`config.mk`:
```
export PLATFORM = sky130hd
export DESIGN_NAME = rr_stream_mux_flat
export DESIGN_NICKNAME = d
export VERILOG_FILES = /design/src/rtl/rr_stream_mux_if.sv /design/src/rtl/rr_stream_mux.sv /design/src/flat_wrapper.sv
export SDC_FILE = /design/constraint.sdc
export NUM_CORES = 1
export LEC_CHECK = 0
export ABC_AREA = 1
export CORE_MARGIN = 8
export CORE_UTILIZATION = 33
export DETAILED_ROUTE_END_ITERATION = 7
export HOLD_SLACK_MARGIN = 0.02
export REMOVE_ABC_BUFFERS = 1
export SYNTH_ARGS = -nofsm -noshare
export SYNTH_HDL_FRONTEND = slang
export SYNTH_SLANG_ARGS = --single-unit
```
`constraint.sdc`:
```
create_clock -name clk -period 2.55 [get_ports clk]
set_input_delay 0.6375 -clock clk [delete_from_list [all_inputs] [get_ports clk]]
set_output_delay 0.6375 -clock clk [all_outputs]
set_load 0.05 [all_outputs]
```
`src/rtl/rr_stream_mux_if.sv`:
```
// Stream bundle for rr_stream_mux: NCH packed input channels and one output stream.
interface rr_stream_mux_if #(
  parameter int WID = 5,
  parameter int NCH = 3
);
  localparam int CHW = (NCH > 1) ? $clog2(NCH) : 1;

  logic [NCH*WID-1:0] in_data;
  logic [NCH-1:0]     in_valid;
  logic [NCH-1:0]     in_ready;
  logic [WID-1:0]     out_data;
  logic [CHW-1:0]     out_ch;
  logic               out_valid;
  logic               out_ready;

  modport slave (
    input  in_data, in_valid, out_ready,
    output in_ready, out_data, out_ch, out_valid
  );

  modport master (
    output in_data, in_valid, out_ready,
    input  in_ready, out_data, out_ch, out_valid
  );
endinterface

```
`src/rtl/rr_stream_mux.sv`:
```
// Round-robin merge of NCH valid/ready streams into one registered output stage.
module rr_stream_mux #(
  parameter int WID = 5,
  parameter int NCH = 3
) (
  input  logic            clk,
  input  logic            rst_n,
  rr_stream_mux_if.slave  bus
);
  localparam int CHW = (NCH > 1) ? $clog2(NCH) : 1;

  logic [CHW-1:0] ptr;
  logic [CHW-1:0] gnt;
  logic           gnt_found;
  logic           load;
  int             idx;

  assign load = ~bus.out_valid | bus.out_ready;

  // Scan starts at ptr and wraps; first valid channel wins.
  always_comb begin
    gnt       = '0;
    gnt_found = 1'b0;
    idx       = 0;
    for (int k = 0; k < NCH; k++) begin
      idx = int'(ptr) + k;
      if (idx >= NCH) idx = idx - NCH;
      if (!gnt_found && bus.in_valid[idx]) begin
        gnt_found = 1'b1;
        gnt       = CHW'(idx);
      end
    end
  end

  always_comb begin
    bus.in_ready = '0;
    for (int i = 0; i < NCH; i++) begin
      bus.in_ready[i] = load & gnt_found & (gnt == CHW'(i));
    end
  end

  always_ff @(posedge clk or negedge rst_n) begin
    if (!rst_n) begin
      bus.out_valid <= 1'b0;
      bus.out_data  <= '0;
      bus.out_ch    <= '0;
      ptr           <= '0;
    end else if (load) begin
      if (gnt_found) begin
        bus.out_valid <= 1'b1;
        bus.out_data  <= bus.in_data[int'(gnt)*WID +: WID];
        bus.out_ch    <= gnt;
        if (gnt == CHW'(NCH-1)) ptr <= '0;
        else                    ptr <= gnt + 1'b1;
      end else begin
        bus.out_valid <= 1'b0;
      end
    end
  end
endmodule

```
`src/flat_wrapper.sv`:
```
// flat-port wrapper written by rule: the top's interface ports become plain ports
module rr_stream_mux_flat 
#(
  parameter int WID = 5,
  parameter int NCH = 3
)
  (clk, rst_n, bus_in_data, bus_in_valid, bus_out_ready, bus_in_ready, bus_out_data, bus_out_ch, bus_out_valid);
  rr_stream_mux_if #(.WID(WID), .NCH(NCH)) bus_i ();
  input  logic clk;
  input  logic rst_n;
  input wire logic [$bits(bus_i.in_data)-1:0] bus_in_data;
  input wire logic [$bits(bus_i.in_valid)-1:0] bus_in_valid;
  input wire logic [$bits(bus_i.out_ready)-1:0] bus_out_ready;
  output wire logic [$bits(bus_i.in_ready)-1:0] bus_in_ready;
  output wire logic [$bits(bus_i.out_data)-1:0] bus_out_data;
  output wire logic [$bits(bus_i.out_ch)-1:0] bus_out_ch;
  output wire logic [$bits(bus_i.out_valid)-1:0] bus_out_valid;
  assign bus_i.in_data = bus_in_data;
  assign bus_i.in_valid = bus_in_valid;
  assign bus_i.out_ready = bus_out_ready;
  assign bus_in_ready = bus_i.in_ready;
  assign bus_out_data = bus_i.out_data;
  assign bus_out_ch = bus_i.out_ch;
  assign bus_out_valid = bus_i.out_valid;
  rr_stream_mux #(.WID(WID), .NCH(NCH)) u_core (.clk(clk), .rst_n(rst_n), .bus(bus_i));
endmodule
```
==> results.toml, run 1 <==
[cts]
cts_tree = "built"
root_buffer = "clkbuf_4"
clkSinkCount = 10
clkTransAtPathRegs_ns = 0.07
clock_path_buffers = 2
cts_buffers = 3
clock_latency_ns = 0.28
htreeDepth = 1

[floorplan]
die_h_microns = 67.7
ios = 32
die_w_microns = 67.7
core_area_sq_um = 2500
die_area_sq_um = 4580
rows = 18
initial_core_util_pct = 35.3

[route]
vias = 1108
viasPerCell = 4.88
routed_wl_mm = 3.18
drcViolationCount = 0
ant_nets = 0
firstDrtPassIters = 4
wl_per_cell_microns = 14.0
first_iter_violations = 22

[timing]
setup_viol_count_final = 3
fin_crit_ns = 2.80
hold_viol_final = 0
fin_ws_ns = -0.247
fin_skew_ns = 0.000786
rsz0062_at_grt = "true"
finalSetupTns_ns = -0.602
max_freq_mhz = 357
max-slew-margin-rel_pct = 63.0
worst_slew_pin_slew_ns = 0.553
drv_slew = 0
fin_crit_sh_pct = 110

[placement]
place.gp.congestion = 0.826
port_buffers = 31
pre_cts_slack_ns = -0.356
dp_hpwl_mm = 2.10

[global_route]
grt_pass1_wl_mm = 4.74
grt_max_degree = 15
grt_pass1_vias = 1072
antenna_found_initial = 0
gr-total-overflow = 0
grt_use_total_pct = 13.3

[logic_synthesis]
syn_area_sq_um = 882
ys_types = 20
synth_seq_cells = 10
syn_area_per_cell_sq_um = 6.63
postSynthCellCount = 133
ys_seq_area_share_pct = 28.4
yosysWarnings = 0

[cells_and_area]
drive_gt1_share_pct = 40.1
area_growth_pct = 93.3
final_core_util_pct = 68.2
num_antenna_cells = 0
final_nets = 223

[worst_setup_path]
crit_path_start_kind = "flop"
worstReg2RegStart = "u_core.ptr[1]$_DFFE_PN0P_"
crit_top_cell = "buf_4"
crit_chain = "inv_2 > buf_6 > ha_4 > o21ai_4 > buf_4 > nand3_1 > nand3_2 > nand2_4 > nor3_2 > buf_4 > buf_12"
arrival_ns = 2.16
crit_slowest_cell = "dfrtp_2"
cp_max_fo = 4
crit_path_start = "u_core.ptr[1]$_DFFE_PN0P_"
end_kind = "output pin"
worstSetupPathType = "flop to output pin"
slowest_delay_ns = 0.42
cp_data_required_time_ns = 1.91

[status]
violations = "setup timing"
outcome = "complete, but fails checks"

[worst_hold_path]
min_from = "u_core.bus.out_ch[0]$_DFFE_PN0P_"
hold_path_class = "flop to flop"

[run]
maxCapViolations = 0
-- cells in the final DEF, fill, tap and decap left out --
master           netlist  routed
nand2_1               46      40
buf_4                  2      27
nand3_1               26      25
clkdlybuf4s50_1        0      25
inv_1                 12       9
dfrtp_1               10       9
nand2_2                6       8
inv_2                  5       6
nand2_4                3       6
nand3_4                0       4
buf_6                  0       4
inv_4                  1       3
o21ai_1                2       3
nor2_4                 1       3
ha_4                   0       3
clkbuf_4               0       3
dlygate4sd2_1          0       3
buf_12                 0       3
nor2_1                 3       2
o21ai_4                0       1
nand2_8                0       1
o21ai_2                1       1
o221ai_4               0       1
nor3_4                 0       1
nand3_2                4       1
nor3_2                 0       1
nand4_1                1       1
ha_1                   4       1
clkbuf_8               0       1
dfrtp_2                0       1
-- layer usage --
layer / share of wire, % / GRT usage (%)
met5: 0 / 0
met4: 0.82 / 3.92
met3: 4.8 / 3.81
met2: 54 / 23.4
met1: 41 / 15.1
-- area by class of cell --
| class | instances | area, sq um |
|---|---|---|
| tap | 30 | 37.5 |
| sequential | 10 | 251 |
| fill | 204 | 795 |
| inverter | 18 | 75.1 |
| multi-input combinational | 103 | 721 |
| clock buffer | 4 | 36.3 |
| timing repair buffer | 62 | 584 |
-- worst max-delay path, delay by kind of cell, from the launching register on --
| kind | cells | cell delay, ns |
|---|---|---|
| fa+ha+maj | 1 | 0.16 |
| buf+inv | 5 | 0.60 |
| simple gates | 4 | 0.46 |
| compound gates | 1 | 0.23 |
| flops | 1 | 0.42 |
-- stage by stage --
stage / hold WS [ns] / instances / instance area (sq um)
5_1_grt: 0.517 / 227 / 1710
6_report: 0.489 / 227 / 1710
4_1_cts: 0.498 / 223 / 1580
3_5_place_dp: 0.479 / 213 / 1400
3_3_place_gp: 0.467 / 213 / 1400
2_1_floorplan: 0.342 / 131 / 867
-- synthesized netlist by cell type --
| library cell | n | area [sq um] |
|---|---|---|
| dfrtp_1 | 10 | 250 |
| o21ai_0 | 2 | 10.0 |
| nand2_1 | 46 | 173 |
| nor3_1 | 2 | 10.0 |
| nor2_4 | 1 | 11.3 |
| o221ai_1 | 1 | 8.76 |
| nand2_4 | 3 | 33.8 |
| nand4_1 | 1 | 6.26 |
| nor2_2 | 1 | 6.26 |
| ha_1 | 4 | 50.1 |
| nand3_1 | 26 | 130 |
| inv_1 | 12 | 45.0 |
| inv_4 | 1 | 6.26 |
| o21ai_2 | 1 | 8.76 |
| nand2_2 | 6 | 37.5 |
| buf_4 | 2 | 15.0 |
| nand3_2 | 4 | 40.0 |
| inv_2 | 5 | 18.8 |
| nor2_1 | 3 | 11.3 |
| o21ai_1 | 2 | 10.0 |
-- final timing paths --
check	end	slack, ns	depth (start not counted)
setup / recovery	bus_in_ready[1]	-0.25	11
hold / removal	u_core.bus.out_ch[0]$_DFFE_PN0P_	0.49	2
setup reg to reg	u_core.bus.out_data[2]$_DFFE_PN0P_	0.52	13
hold reg to reg	u_core.bus.out_ch[0]$_DFFE_PN0P_	0.49	2
max in group asynchronous	u_core.ptr[1]$_DFFE_PN0P_	1.44	1
min in group asynchronous	u_core.bus.out_ch[1]$_DFFE_PN0P_	0.71	1
-- registers in the layout, indices dropped and copies added, names as in the netlist --
signal and flops:
u_core.bus.out_ch 2, u_core.bus.out_data 5, u_core.bus.out_valid 1, u_core.ptr 2
-- kinds of logic after synthesis --
logic type                 count (synthesis)  synth area share [%]
and+or+nand+nor                           93                  52.1
DFF                                       10                  28.4
buffers and inverters                     20                  9.65
adders and majority gates                  4                  5.67
AOI/OAI and AO/OA                          6                  4.26
-- what timing repair did --
action | CTS | global route
hold buffers | 0 | 0
gates resized for setup | 28 | 19
setup buffers | 6 | 4
setup endpoints to repair | 3 | 3
pin swaps | 9 | 14
endpoints found under the hold margin | 0 | 0
Power of run 1 is left out: the tool's default activity adds up to more than one toggle a clock period on the data nets, which glitch-free logic cannot reach.
==> inputs of run 2 (changes only) <==
- HOLD_SLACK_MARGIN: 0.02 -> 0.12
- PLACE_DENSITY: not set -> 0.61
- clock period: 2.55 -> 3.2 ns (I/O delays scaled with it)
==> results.toml, run 2 (synthesis gave the netlist of run 1 again) <==
[route]
firstDrtPassIters = 4
vias = 1020
wl_per_cell_microns = 13.0
viasPerCell = 4.88
drcViolationCount = 0
first_iter_violations = 36
ant_nets = 0
routed_wl_mm = 2.72

[cells_and_area]
most-common-layout-cells = "nand2_1 (43), nand3_1 (25), clkdlybuf4s50_1 (25), buf_4 (13), inv_1 (12)"
final_core_util_pct = 58.2
final_common_cell = "nand2_1"
final_nets = 206
area_growth_pct = 64.8
largest_reg_flops = 5
regMostFlops = "u_core.bus.out_data"
reg_top3 = "u_core.bus.out_data x5, u_core.bus.out_ch x2, u_core.ptr x2"
num-fill-cells = 233
drive_gt1_share_pct = 29.6
num_antenna_cells = 0

[worst_setup_path]
end_kind = "output pin"
cp_max_fo = 8
crit_path_start_kind = "flop"
crit_top_cell = "nand2_2"
crit_chain = "inv_1 > ha_2 > inv_2 > nand2_2 > nand3_2 > nand2_2 > nand2_4 > nor2_4 > nand2_2 > nand2_4 > nand2_1 > nor2_2 > buf_12"
cp_data_required_time_ns = 2.40
slowest_delay_ns = 0.45
cp_num_buf_inv = 3
worstSetupPathType = "flop to output pin"
crit_slowest_cell = "ha_2"
rrSetupSlack_ns = 1.10
crit_family = "simple AND/OR/NAND/NOR gates"
arrival_ns = 2.24

[placement]
dp_hpwl_mm = 2.19
port_buffers = 31
place.gp.congestion = 0.933

[timing]
fin_crit_ns = 3.04
worst_slew_pin_slew_ns = 0.509
setup_viol_count_final = 0
hold_viol_final = 0
max_freq_mhz = 329
whs_ns = 0.492
drv_slew = 0
fin_skew_ns = 0.00629
fin_crit_sh_pct = 95.1
max-slew-margin-rel_pct = 65.9

[cts]
clock_path_buffers = 2
clkSinkCount = 10
root_buffer = "clkbuf_4"
clock_latency_ns = 0.26
clkTransAtPathRegs_ns = 0.06
cts_tree = "built"
htreeDepth = 1
cts_buffers = 3

[global_route]
grt_max_degree = 15
grt_pass1_wl_mm = 4.38
antenna_found_initial = 0
grt_use_total_pct = 12.0
gr-total-overflow = 0
grt_pass1_vias = 1032

[floorplan]
rows = 18
ios = 32
initial_core_util_pct = 35.3
core_area_sq_um = 2500
die_area_sq_um = 4580
die_h_microns = 67.7
die_w_microns = 67.7

[run]
maxCapViolations = 0

[status]
outcome = "completed"

[worst_hold_path]
hold_path_class = "flop to flop"
-- run 2: cell count changes in the layout (fill, tap and decap cells not counted), moves of 2 or more --
| cell | change |
|---|---|
| buf_4 | -14 |
| nand3_2 | +4 |
| nand3_4 | -4 |
| buf_6 | -3 |
| dlygate4sd2_1 | -3 |
| dlymetal6s2s_1 | +3 |
| ha_4 | -3 |
| inv_1 | +3 |
| nand2_1 | +3 |
| ha_1 | +2 |
| inv_4 | -2 |
-- run 2: per-layer routing --
layer,wire [microns],track usage (%),up-vias
li1,-,-,519
met1,1160,14.2,472
met2,1370,20.6,29
met3,194,4.30,0
met4,0,1.57,0
met5,0,0,-
-- run 2: layout make-up --
cell class              instances  area [sq um]  share of cell area, %
flip-flops and latches         10           250                   17.2
inverters                      18          70.1                   4.82
well taps                      30          37.5                   2.58
multi-input cells             103           617                   42.4
clock buffers                   3          22.5                   1.55
repair buffers                 45           457                   31.4
-- run 2: path summary, 6_finish.rpt --
path	start	endpoint	depth (start not counted)
min in group asynchronous	rst_n	u_core.bus.out_data[1]$_DFFE_PN0P_	1
max in group asynchronous	rst_n	u_core.ptr[1]$_DFFE_PN0P_	1
setup reg to reg	u_core.ptr[0]$_DFFE_PN0P_	u_core.bus.out_data[2]$_DFFE_PN0P_	15
hold reg to reg	u_core.bus.out_ch[0]$_DFFE_PN0P_	u_core.bus.out_ch[0]$_DFFE_PN0P_	2
setup / recovery	u_core.ptr[0]$_DFFE_PN0P_	bus_in_ready[2]	13
hold / removal	u_core.bus.out_ch[0]$_DFFE_PN0P_	u_core.bus.out_ch[0]$_DFFE_PN0P_	2
-- run 2: metrics by stage --
step / worst slack [ns] / std cells / area, sq um / TNS [ns]
finish: 0.157 / 209 / 1450 / 0
global placement: -0.0438 / 204 / 1340 / -0.0438
floorplan: -0.0722 / 131 / 867 / -0.143
CTS: -0.000630 / 207 / 1370 / -0.00116
detailed placement: -0.0373 / 204 / 1340 / -0.0651
global route: -0.0102 / 209 / 1450 / -0.0144
-- run 2: what timing repair did --
action,CTS,global route
pin swaps,0,5
cloned,0,0
hold buffers,0,0
setup buffers,0,2
resized for setup,2,20
setup endpoints to repair,2,3
-- run 2: tightest hold or removal path, stage by stage (launching register included) --
cell and delay, ns:
dfrtp_1 0.35, nand2_1 0.05, nand2_1 0.06
Power of run 2 is left out for the same reason.
==> variant (flow settings as in run 2) <==
Make the reset (`rst_n`) synchronous in one clocked block.
--- a/src/rtl/rr_stream_mux.sv
+++ b/src/rtl/rr_stream_mux.sv
@@ -39,7 +39,7 @@
     end
   end
 
-  always_ff @(posedge clk or negedge rst_n) begin
+  always_ff @(posedge clk) begin
     if (!rst_n) begin
       bus.out_valid <= 1'b0;
       bus.out_data  <= '0;
Check against the original RTL: differs if rst_n is asserted again (counterexample within 4 cycles, from zero or initial values and one cycle with rst_n low); with rst_n held inactive, the same outputs for 10 cycles.
==> variant against run 2 <==
  * Critical path depth fell by 1
  * Routed wire length fell by 7.1%
  * Sequential cell count did not move
  * Setup slack got worse by 0.0029 ns
  * Non-clock buffer count fell by 1
  * Global-route usage barely moved
  * Synthesized area fell by 8.4%
  * Highest routed layer is now met4
  * Final area fell by 9.0%
  * Fmax barely moved
==> variant: results <==
route:
  drtIter0Drc: 32
  avgViaCountPerCell: 4.81
  wl_per_cell_um: 12.3
placement:
  dp_worst_setup_slack_ns: -0.117
  gp_congestion: 0.968
  io_buffers: 31
  hpwlAfterDp_um: 2060
synth:
  ys_seq_area_share_pct: 24.8
  async_flop_share_pct: 0
  synth_common_cells: "nand2_1 (42), nand3_1 (20), dfxtp_1 (10), inv_1 (10), nor2_1 (8)"
  ys.flop_type: "dfxtp_1"
  ys_types: 23
  synthTopCellsByArea: "dfxtp_1 (25%), nand2_1 (20%), nand3_1 (12%)"
grt:
  grt_pass1_wl_um: 4240
  antenna_found_initial: 0
  grt_pass1_vias: 990
  track_usage_pct: 12.0
clock_tree:
  cts_root_buffer: "clkbuf_4"
  h-tree-depth: 1
finish:
  drive_gt1_share_pct: 23.3
  antenna_cells: 0
  fin_nets: 203
sta:
  relSlewSlack_pct: 66.4
  finalClockSkew_ns: 0.00210
critical_path:
  crit_arrival_ns: 2.25
  path_max_fanout: 7
power_and_ir_drop:
  leakagePower_nw: 0.637
  switching_share_pct: 53.4
status:
  status: "finished, final reports clean"
variant: changes by cell type in the layout (fill, tap and decap cells not counted), sizes merged, moves of 2 or more:
cell	run 2	this run
a21oi	0	7
dfrtp	10	0
nand3	30	21
inv	18	15
nand2	55	49
dfxtp	0	10
nor2	5	9
o21ai	5	7
nand4	1	3
variant: cell families (layout without fill, tap and decap cells):
kind of cell / Yosys count / count (layout) / synth area share [%]
simple gates: 85 / 85 / 50.2
fa+ha+maj: 4 / 4 / 6.19
flops: 10 / 10 / 24.8
compound gates: 15 / 15 / 10.1
buf+inv: 17 / 62 / 8.82
variant: metal layers:
metal	vias to the layer above	GRT usage (%)	wire [um]
li1	515	-	-
met3	2	5.61	187
met4	0	1.36	10
met2	29	20.7	1290
met1	444	13.6	1040
met5	-	0	0
variant: what timing repair did:
item / 4_1_cts / 5_1_grt
pin swaps: 2 / 1
resized for setup: 7 / 5
endpoints found under the setup margin: 3 / 3
buffers inserted: 1 / 0
variant: cell type report:
type	instances	area (um^2)
Timing Repair Buffer	44	442
Inverter	15	58.8
Multi-Input combinational cell	104	562
Sequential cell	10	200
Tap cell	30	37.5
Clock buffer	3	22.5
Fill cell	254	1060
variant: path summary, 6_finish.rpt:
path | start | to | slack [ns] | cells after the start
hold reg to reg | u_core.bus.out_ch[0] | u_core.bus.out_ch[0] | 0.48 | 2
setup / recovery | u_core.ptr[0] | bus_in_ready[0] | 0.15 | 12
hold / removal | u_core.bus.out_ch[0] | u_core.bus.out_ch[0] | 0.48 | 2
setup reg to reg | u_core.ptr[0] | u_core.bus.out_data[4] | 1.14 | 14
variant: worst max-delay path, cell delays in order, from the launching register on:
cell,delay [ns]
dfxtp_1,0.38
inv_1,0.09
ha_2,0.39
inv_2,0.09
nand2_1,0.07
nand3_1,0.08
nand2_2,0.09
nand2_2,0.06
buf_4,0.13
o211ai_1,0.26
nor3_2,0.06
buf_4,0.14
buf_12,0.14
variant: power groups by stage:
stage | Sequential [mW] | Combinational (mW) | Clock (mW)
global route | 0.208 | 1.67 | 0.0939
CTS | 0.202 | 1.53 | 0.0870
detailed placement | 0.204 | 1.49 | 0
floorplan | 0.315 | 0.781 | 0
finish | 0.202 | 1.54 | 0.0840
global placement | 0.204 | 1.48 | 0
variant: through the flow:
stage	utilization, %	std cells	area (um^2)
6_report	55.4	206	1320
5_1_grt	55.4	206	1320
4_1_cts	54.8	206	1310
3_5_place_dp	52.9	202	1260
3_3_place_gp	52.9	202	1260
2_1_floorplan	-	129	796
